$ cat src/rtl/qam_mapper_param_pkg.sv
//==============================================================================
// Module      : qam_mapper_param_pkg
// Description : Shared mode encodings, bits-per-dimension lookup and 16-QAM
//               field layout for the square-QAM symbol mapper.
// Revision    : 1.0 - initial release
//==============================================================================
`default_nettype none

package qam_mapper_param_pkg;

    typedef enum logic [1:0] {
        QAM_MODE_QPSK = 2'd0,
        QAM_MODE_16   = 2'd1,
        QAM_MODE_64   = 2'd2,
        QAM_MODE_RSVD = 2'd3
    } qam_mode_e;

    // 16-QAM symbol layout: in-phase in the low pair, quadrature in the high pair
    localparam int INPHASE_LSB    = 0;
    localparam int INPHASE_MSB    = 1;
    localparam int QUADRATURE_LSB = 2;
    localparam int QUADRATURE_MSB = 3;

    typedef struct packed {
        logic [1:0] quadrature;
        logic [1:0] inphase;
    } qam16_sym_t;

    // Returns 0 for the reserved encoding so callers can flag it
    function automatic logic [1:0] bits_per_dim(input logic [1:0] mode);
        logic [1:0] n;
        case (qam_mode_e'(mode))
            QAM_MODE_QPSK: n = 2'd1;
            QAM_MODE_16:   n = 2'd2;
            QAM_MODE_64:   n = 2'd3;
            default:       n = 2'd0;
        endcase
        return n;
    endfunction

endpackage

`default_nettype wire

$ cat src/rtl/qam_mapper_param_if.sv
//==============================================================================
// Module      : qam_mapper_param_if
// Description : Symbol input / amplitude output bundle of the QAM mapper.
// Revision    : 1.0 - initial release
//==============================================================================
`default_nettype none

interface qam_mapper_param_if #(
    parameter int WIDTH   = 18,
    parameter int MAX_BPD = 3
);
    logic                      in_valid;
    logic [2*MAX_BPD-1:0]      data;
    logic [1:0]                mode;
    logic signed [WIDTH-1:0]   ref_level;
    logic                      out_valid;
    logic signed [WIDTH-1:0]   sig_inph;
    logic signed [WIDTH-1:0]   sig_quad;
    logic                      mode_err;
    logic                      sat_seen;

    modport master (
        output in_valid, data, mode, ref_level,
        input  out_valid, sig_inph, sig_quad, mode_err, sat_seen
    );

    modport slave (
        input  in_valid, data, mode, ref_level,
        output out_valid, sig_inph, sig_quad, mode_err, sat_seen
    );
endinterface

`default_nettype wire

$ cat src/rtl/qam_level_gen.sv
//==============================================================================
// Module      : qam_level_gen
// Description : One dimension of the mapper: Gray decode and multiplier-less
//               (L-1-2b)*half. Clamps when QAM_MAPPER_SAT_EN is defined.
// Revision    : 1.0 - initial release
//==============================================================================
`default_nettype none

module qam_level_gen
    import qam_mapper_param_pkg::*;
#(
    parameter int WIDTH   = 18,
    parameter int MAX_BPD = 3
) (
    input  wire logic [1:0]              n_bits,
    input  wire logic [MAX_BPD-1:0]      gray,
    input  wire logic signed [WIDTH-1:0] half,
    output logic signed [WIDTH-1:0]      level,
    output logic                         sat
);

    localparam int c_ext_w = WIDTH + 4;
    localparam logic signed [c_ext_w-1:0] c_pos_max = {5'b0, {(WIDTH-1){1'b1}}};
    localparam logic signed [c_ext_w-1:0] c_neg_max = -c_pos_max;

    logic [MAX_BPD-1:0]         w_bin;
    logic                       w_par;
    logic signed [c_ext_w-1:0]  w_half_ext;
    logic signed [c_ext_w-1:0]  w_acc;

    // Bits at or above n_bits are outside the field and decode to 0
    always_comb begin
        w_par = 1'b0;
        w_bin = '0;
        for (int k = MAX_BPD - 1; k >= 0; k--) begin
            if (k < int'(n_bits)) begin
                w_par    = w_par ^ gray[k];
                w_bin[k] = w_par;
            end
        end
    end

    assign w_half_ext = c_ext_w'(half);

    always_comb begin
        w_acc = (w_half_ext <<< n_bits) - w_half_ext;
        for (int k = 0; k < MAX_BPD; k++) begin
            if (w_bin[k]) begin
                w_acc = w_acc - (w_half_ext <<< (k + 1));
            end
        end
        if (n_bits == 2'd0) begin
            w_acc = '0;
        end
    end

`ifdef QAM_MAPPER_SAT_EN
    always_comb begin
        level = w_acc[WIDTH-1:0];
        sat   = 1'b0;
        if (w_acc > c_pos_max) begin
            level = c_pos_max[WIDTH-1:0];
            sat   = 1'b1;
        end else if (w_acc < c_neg_max) begin
            level = c_neg_max[WIDTH-1:0];
            sat   = 1'b1;
        end
    end
`else
    logic w_unused_msbs;
    assign w_unused_msbs = ^{w_acc[c_ext_w-1:WIDTH], c_pos_max, c_neg_max};
    assign level = w_acc[WIDTH-1:0];
    assign sat   = 1'b0;
`endif

endmodule

`default_nettype wire

$ cat src/rtl/qam_mapper_param.sv
//==============================================================================
// Module      : qam_mapper_param
// Description : Two-stage pipelined QPSK/16/64-QAM Gray mapper with clk_en.
//               Optional output clamp via QAM_MAPPER_SAT_EN.
// Revision    : 1.0 - initial release
//==============================================================================
`default_nettype none

module qam_mapper_param
    import qam_mapper_param_pkg::*;
#(
    parameter int WIDTH   = 18,
    parameter int MAX_BPD = 3
) (
    input  wire logic          clk,
    input  wire logic          reset_n,
    input  wire logic          clk_en,
    qam_mapper_param_if.slave  bus
);

    logic [1:0]              w_bpd;
    logic                    w_mode_bad;
    logic [1:0]              w_n_bits;
    logic [MAX_BPD-1:0]      w_gray_i;
    logic [MAX_BPD-1:0]      w_gray_q;
    logic signed [WIDTH-1:0] w_half;

    logic                    r1_valid;
    logic                    r1_mode_bad;
    logic [1:0]              r1_n_bits;
    logic [MAX_BPD-1:0]      r1_gray_i;
    logic [MAX_BPD-1:0]      r1_gray_q;
    logic signed [WIDTH-1:0] r1_half;

    logic signed [WIDTH-1:0] w_lvl_i;
    logic signed [WIDTH-1:0] w_lvl_q;
    logic                    w_sat_i;
    logic                    w_sat_q;

    logic                    r2_valid;
    logic signed [WIDTH-1:0] r2_inph;
    logic signed [WIDTH-1:0] r2_quad;
    logic                    r_mode_err;

    // A bad mode is carried as n_bits=0, which the level generators map to 0
    always_comb begin
        w_bpd      = bits_per_dim(bus.mode);
        w_mode_bad = (w_bpd == 2'd0) || (int'(w_bpd) > MAX_BPD);
        w_n_bits   = w_mode_bad ? 2'd0 : w_bpd;
        w_gray_i   = bus.data[MAX_BPD-1:0];
        w_gray_q   = MAX_BPD'(bus.data >> w_n_bits);
        w_half     = bus.ref_level >>> 1;
    end

    always_ff @(posedge clk or negedge reset_n) begin
        if (!reset_n) begin
            r1_valid    <= 1'b0;
            r1_mode_bad <= 1'b0;
            r1_n_bits   <= '0;
            r1_gray_i   <= '0;
            r1_gray_q   <= '0;
            r1_half     <= '0;
        end else if (clk_en) begin
            r1_valid <= bus.in_valid;
            if (bus.in_valid) begin
                r1_mode_bad <= w_mode_bad;
                r1_n_bits   <= w_n_bits;
                r1_gray_i   <= w_gray_i;
                r1_gray_q   <= w_gray_q;
                r1_half     <= w_half;
            end
        end
    end

    qam_level_gen #(.WIDTH(WIDTH), .MAX_BPD(MAX_BPD)) u_level_i (
        .n_bits (r1_n_bits),
        .gray   (r1_gray_i),
        .half   (r1_half),
        .level  (w_lvl_i),
        .sat    (w_sat_i)
    );

    qam_level_gen #(.WIDTH(WIDTH), .MAX_BPD(MAX_BPD)) u_level_q (
        .n_bits (r1_n_bits),
        .gray   (r1_gray_q),
        .half   (r1_half),
        .level  (w_lvl_q),
        .sat    (w_sat_q)
    );

    // Outputs only load on a valid symbol so they hold between symbols
    always_ff @(posedge clk or negedge reset_n) begin
        if (!reset_n) begin
            r2_valid   <= 1'b0;
            r2_inph    <= '0;
            r2_quad    <= '0;
            r_mode_err <= 1'b0;
        end else if (clk_en) begin
            r2_valid <= r1_valid;
            if (r1_valid) begin
                r2_inph <= w_lvl_i;
                r2_quad <= w_lvl_q;
                if (r1_mode_bad) begin
                    r_mode_err <= 1'b1;
                end
            end
        end
    end

`ifdef QAM_MAPPER_SAT_EN
    logic r_sat_seen;

    always_ff @(posedge clk or negedge reset_n) begin
        if (!reset_n) begin
            r_sat_seen <= 1'b0;
        end else if (clk_en && r1_valid && (w_sat_i || w_sat_q)) begin
            r_sat_seen <= 1'b1;
        end
    end

    assign bus.sat_seen = r_sat_seen;
`else
    logic w_unused_sat;
    assign w_unused_sat = w_sat_i | w_sat_q;
    assign bus.sat_seen = 1'b0;
`endif

    assign bus.out_valid = r2_valid;
    assign bus.sig_inph  = r2_inph;
    assign bus.sig_quad  = r2_quad;
    assign bus.mode_err  = r_mode_err;

endmodule

`default_nettype wire

$ cat src/flat_wrapper.sv
// flat-port wrapper written by rule: the top's interface ports become plain ports
module qam_mapper_param_flat import qam_mapper_param_pkg::*;
#(
    parameter int WIDTH   = 18,
    parameter int MAX_BPD = 3
)
  (clk, reset_n, clk_en, bus_in_valid, bus_data, bus_mode, bus_ref_level, bus_out_valid, bus_sig_inph, bus_sig_quad, bus_mode_err, bus_sat_seen);
  qam_mapper_param_if #(.WIDTH(WIDTH), .MAX_BPD(MAX_BPD)) bus_i ();
  input  wire logic clk;
  input  wire logic reset_n;
  input  wire logic clk_en;
  input wire logic [$bits(bus_i.in_valid)-1:0] bus_in_valid;
  input wire logic [$bits(bus_i.data)-1:0] bus_data;
  input wire logic [$bits(bus_i.mode)-1:0] bus_mode;
  input wire logic [$bits(bus_i.ref_level)-1:0] bus_ref_level;
  output wire logic [$bits(bus_i.out_valid)-1:0] bus_out_valid;
  output wire logic [$bits(bus_i.sig_inph)-1:0] bus_sig_inph;
  output wire logic [$bits(bus_i.sig_quad)-1:0] bus_sig_quad;
  output wire logic [$bits(bus_i.mode_err)-1:0] bus_mode_err;
  output wire logic [$bits(bus_i.sat_seen)-1:0] bus_sat_seen;
  assign bus_i.in_valid = bus_in_valid;
  assign bus_i.data = bus_data;
  assign bus_i.mode = bus_mode;
  assign bus_i.ref_level = bus_ref_level;
  assign bus_out_valid = bus_i.out_valid;
  assign bus_sig_inph = bus_i.sig_inph;
  assign bus_sig_quad = bus_i.sig_quad;
  assign bus_mode_err = bus_i.mode_err;
  assign bus_sat_seen = bus_i.sat_seen;
  qam_mapper_param #(.WIDTH(WIDTH), .MAX_BPD(MAX_BPD)) u_core (.clk(clk), .reset_n(reset_n), .clk_en(clk_en), .bus(bus_i));
endmodule
$ cat config.mk
export PLATFORM = sky130hd
export DESIGN_NAME = qam_mapper_param_flat
export DESIGN_NICKNAME = d
export VERILOG_FILES = /design/src/rtl/qam_mapper_param_pkg.sv /design/src/rtl/qam_mapper_param_if.sv /design/src/rtl/qam_level_gen.sv /design/src/rtl/qam_mapper_param.sv /design/src/flat_wrapper.sv
export SDC_FILE = /design/constraint.sdc
export NUM_CORES = 1
export LEC_CHECK = 0
export ABC_AREA = 1
export BUFFER_PORTS_ARGS = -buffer_cell sky130_fd_sc_hd__clkbuf_2
export CELL_PAD_IN_SITES_DETAIL_PLACEMENT = 1
export CELL_PAD_IN_SITES_GLOBAL_PLACEMENT = 1
export CORE_UTILIZATION = 40
export DETAILED_ROUTE_END_ITERATION = 8
export PLACE_DENSITY = 0.8
export SETUP_SLACK_MARGIN = 0.5
export SYNTH_ARGS = -nofsm -noshare
export SYNTH_HDL_FRONTEND = slang
export SYNTH_HIERARCHICAL = 1
export SYNTH_SLANG_ARGS = --single-unit
$ cat constraint.sdc
create_clock -name clk -period 6 [get_ports clk]
set_input_delay 1.2 -clock clk [delete_from_list [all_inputs] [get_ports clk]]
set_output_delay 1.2 -clock clk [all_outputs]
set_load 0.005 [all_outputs]
==> results.sh, run 1 <==
export IMPL_grt_max_degree=66
export IMPL_synthesis_area_um2=11400
export IMPL_hold_buffers=0
export IMPL_first_error="[ERROR GRT-0232] Routing congestion too high. Check the congestion heatmap in the GUI."
export IMPL_groute_usage_overall=0.885
export IMPL_yosys_warnings=6
export IMPL_cts_sinks=65
export IMPL_die_y_um=171
export IMPL_numCtsBuffers=9
export IMPL_status="did not finish"
export IMPL_io_buffers=66
export IMPL_syn_inst=1944
export IMPL_finalWeightedCongestion=0.923
export IMPL_synth_avg_cell_area_um2=5.86
export IMPL_num_io_pins=69
export IMPL_worstEndpointType="register input"
export IMPL_fp_dieW_um=171
export IMPL_clockRootBuffer="clkbuf_16"
export IMPL_overflow=429
export IMPL_dp_hpwl_mm=38.2
export IMPL_clockBufferDepth=2
export IMPL_rows=61
export IMPL_place_area_um2=14700
export IMPL_start_util=0.408
export IMPL_failing_step="global routing"
export IMPL_htree_num_levels=3
export IMPL_grt_worst_endpoint="u_core/bus.sig_quad[17]$_DFFE_PN0P_/D"
export IMPL_placedCellCount=2659
export IMPL_synth_fp_nets=2111
[layer usage]
layer  overflow  track usage
met1         10        0.858
met2        226         1.01
met3         14        0.760
met4        179        0.963
met5          0        0.550
[metrics by stage]
step	setup slack [ns]	hold WS, ns
global placement	-0.282	0.453
floorplan	0.492	0.465
CTS	0.0181	0.475
detailed placement	-0.551	0.460
[repair_timing]
action,in CTS
setup buffers,111
gates resized for setup,403
setup endpoints to repair,24
gates cloned,1
pin swaps,239
==> run 2, diff against run 1 <==
CELL_PAD_IN_SITES_DETAIL_PLACEMENT = default   (was 1)
CELL_PAD_IN_SITES_GLOBAL_PLACEMENT = default   (was 1)
CORE_UTILIZATION = 34   (was 40)
PLACE_DENSITY = default   (was 0.8)
PLACE_DENSITY_LB_ADDON = 0.15   (was default)
SETUP_SLACK_MARGIN = default   (was 0.5)
clock period = 7.8 ns   (was 6 ns; I/O delays follow)
==> run 2 against run 1 <==
Net effect:
- the flow now finishes without violations
- synthesized cell count unchanged
- area after synthesis did not move
==> results.sh, run 2 <==
export IMPL_status="completed"
export IMPL_finalClockSkew_ns=0.00831
export IMPL_wl_per_cell_um=15.4
export IMPL_syn_inst=1944
export IMPL_crit_type="flop to flop"
export IMPL_synthesis_area_um2=11400
export IMPL_start_util=0.348
export IMPL_drc=0
export IMPL_yosys_warnings=6
export IMPL_fp_dieW_um=185
export IMPL_drv_cap=0
export IMPL_holdPathEnd="u_core/bus.sig_inph[7]$_DFFE_PN0P_"
export IMPL_fin_area_um2=12500
export IMPL_grt_pass1_vias=11100
export IMPL_via_count=12300
export IMPL_die_area_um2=34300
export IMPL_cts_sinks=65
export IMPL_rrSetupSlack_ns=0.72
export IMPL_overflow=0
export IMPL_ant_nets=0
export IMPL_hold_viol=0
export IMPL_hold_class="flop to flop"
export IMPL_grt_max_degree=66
export IMPL_first_iter_violations=992
export IMPL_clockRootBuffer="clkbuf_16"
export IMPL_critPathMaxFanout=12
export IMPL_timing_rr_end="u_core/bus.sig_quad[17]$_DFFE_PN0P_"
export IMPL_synth_fp_nets=2111
export IMPL_critPathCaptureType="flop"
export IMPL_firstDrtPassIters=6
export IMPL_grt_setup_unrepaired="true"
export IMPL_htree_num_levels=3
export IMPL_cts_tree="yes"
export IMPL_max_slew_margin=0.412
export IMPL_worstSkewPairLatency_ns=0.35
export IMPL_multi_input_comb_area_um2=8550
export IMPL_worstPathArrival_ns=7.36
export IMPL_crit_path_top_delay_cell="dfrtp_4"
export IMPL_place_area_um2=12200
export IMPL_finalWeightedCongestion=0.895
export IMPL_post_route_min_period_ns=7.08
export IMPL_clk_pin_slew_ns=0.06
export IMPL_final_cell_mix="nand2_1 (677), inv_1 (263), nand3_1 (197)"
export IMPL_clockBufferDepth=2
export IMPL_io_buffers=66
export IMPL_crit_top_cell="nand2_1"
export IMPL_startpoint_type="flop"
export IMPL_routed_wl_mm=37.7
export IMPL_setup_viol=0
export IMPL_grt_pass1_wl_mm=59.7
export IMPL_dp_hpwl_mm=30.7
export IMPL_layout_commonest_cell="nand2_1"
export IMPL_hold_depth=2
export IMPL_antenna_found_initial=0
export IMPL_drive_gt1_frac=0.0714
export IMPL_final_util=0.383
export IMPL_placedCellCount=2429
export IMPL_die_y_um=185
export IMPL_n_antenna_cell=0
export IMPL_vias_per_cell=5.04
export IMPL_synth_avg_cell_area_um2=5.86
export IMPL_synthToLayoutAreaGrowth_pct=10.0
export IMPL_core_area_um2=32800
export IMPL_finalNetCount=2166
export IMPL_rr_worst_depth=45
export IMPL_worst_pin_slew_ns=0.883
export IMPL_timing_final_crit_share=0.907
export IMPL_r2r_start="u_core/r1_n_bits[0]$_DFFE_PN0P_"
export IMPL_cpPeakStageDelay_ns=0.56
export IMPL_maxSlewViolCount=0
export IMPL_fmax_ghz=0.141
export IMPL_rows=66
export IMPL_nFillCells=3645
export IMPL_instances_no_fill=2446
export IMPL_required_ns=8.08
export IMPL_groute_usage_overall=0.223
export IMPL_seqCellArea_um2=1630
export IMPL_min_from="u_core/bus.sig_inph[7]$_DFFE_PN0P_"
export IMPL_numCtsBuffers=9
export IMPL_num_io_pins=69
run 2: worst max path at each step:
stage	cells after the start	endpoint	startpoint
finish	45	u_core/bus.sig_quad[17]$_DFFE_PN0P_	u_core/r1_n_bits[0]$_DFFE_PN0P_
global route	44	u_core/bus.sig_inph[17]$_DFFE_PN0P_	u_core/r1_n_bits[0]$_DFFE_PN0P_
CTS	44	u_core/bus.sig_inph[17]$_DFFE_PN0P_	u_core/r1_n_bits[0]$_DFFE_PN0P_
detailed placement	44	u_core/bus.sig_inph[17]$_DFFE_PN0P_	u_core/r1_n_bits[0]$_DFFE_PN0P_
global placement	44	u_core/bus.sig_inph[17]$_DFFE_PN0P_	u_core/r1_n_bits[0]$_DFFE_PN0P_
floorplan	41	u_core/bus.sig_quad[17]$_DFFE_PN0P_	u_core/r1_half[1]$_DFFE_PN0P_
run 2: area by class of cell:
class	count	area share
Timing Repair Buffer	84	0.0378
Tap cell	442	0.0441
Sequential cell	65	0.130
Clock buffer	9	0.0180
Clock inverter	7	0.00619
Inverter	272	0.0822
Multi-Input combinational cell	1567	0.682
run 2: worst max-delay path, delay by kind of cell, from the launching register on:
kind                       cells  cell delay, ns
adders and majority gates      5            1.63
DFF                            1            0.56
buffers and inverters          4            0.40
AOI/OAI and AO/OA              7            1.27
and+or+nand+nor               28            3.01
xor gates and xnor gates       1            0.15
run 2: per-layer routing:
metal  up-vias  routed length, um  track usage
met4         0                608       0.0489
met1      5595              19500        0.330
met5         -                  0            0
met2       289              15800        0.345
met3        34               1730       0.0206
li1       6419                  -            -
run 2: timing repair:
item | 4_1_cts | 5_1_grt
resized for setup | 0 | 6
hold buffers | 0 | 0
buffers inserted | 0 | 1
endpoints found under the setup margin | 0 | 4
run 2: per-stage QoR:
step | worst slack, ns | hold WS (ns) | TNS, ns
2_1_floorplan | 1.81 | 0.465 | 0
4_1_cts | 0.584 | 0.474 | 0
6_report | 0.723 | 0.471 | 0
3_3_place_gp | 0.735 | 0.457 | 0
3_5_place_dp | 0.632 | 0.458 | 0
5_1_grt | -0.00929 | 0.486 | -0.00929
Power of run 2 is left out: the tool's default activity adds up to more than one toggle a clock period on the data nets, which glitch-free logic cannot reach.
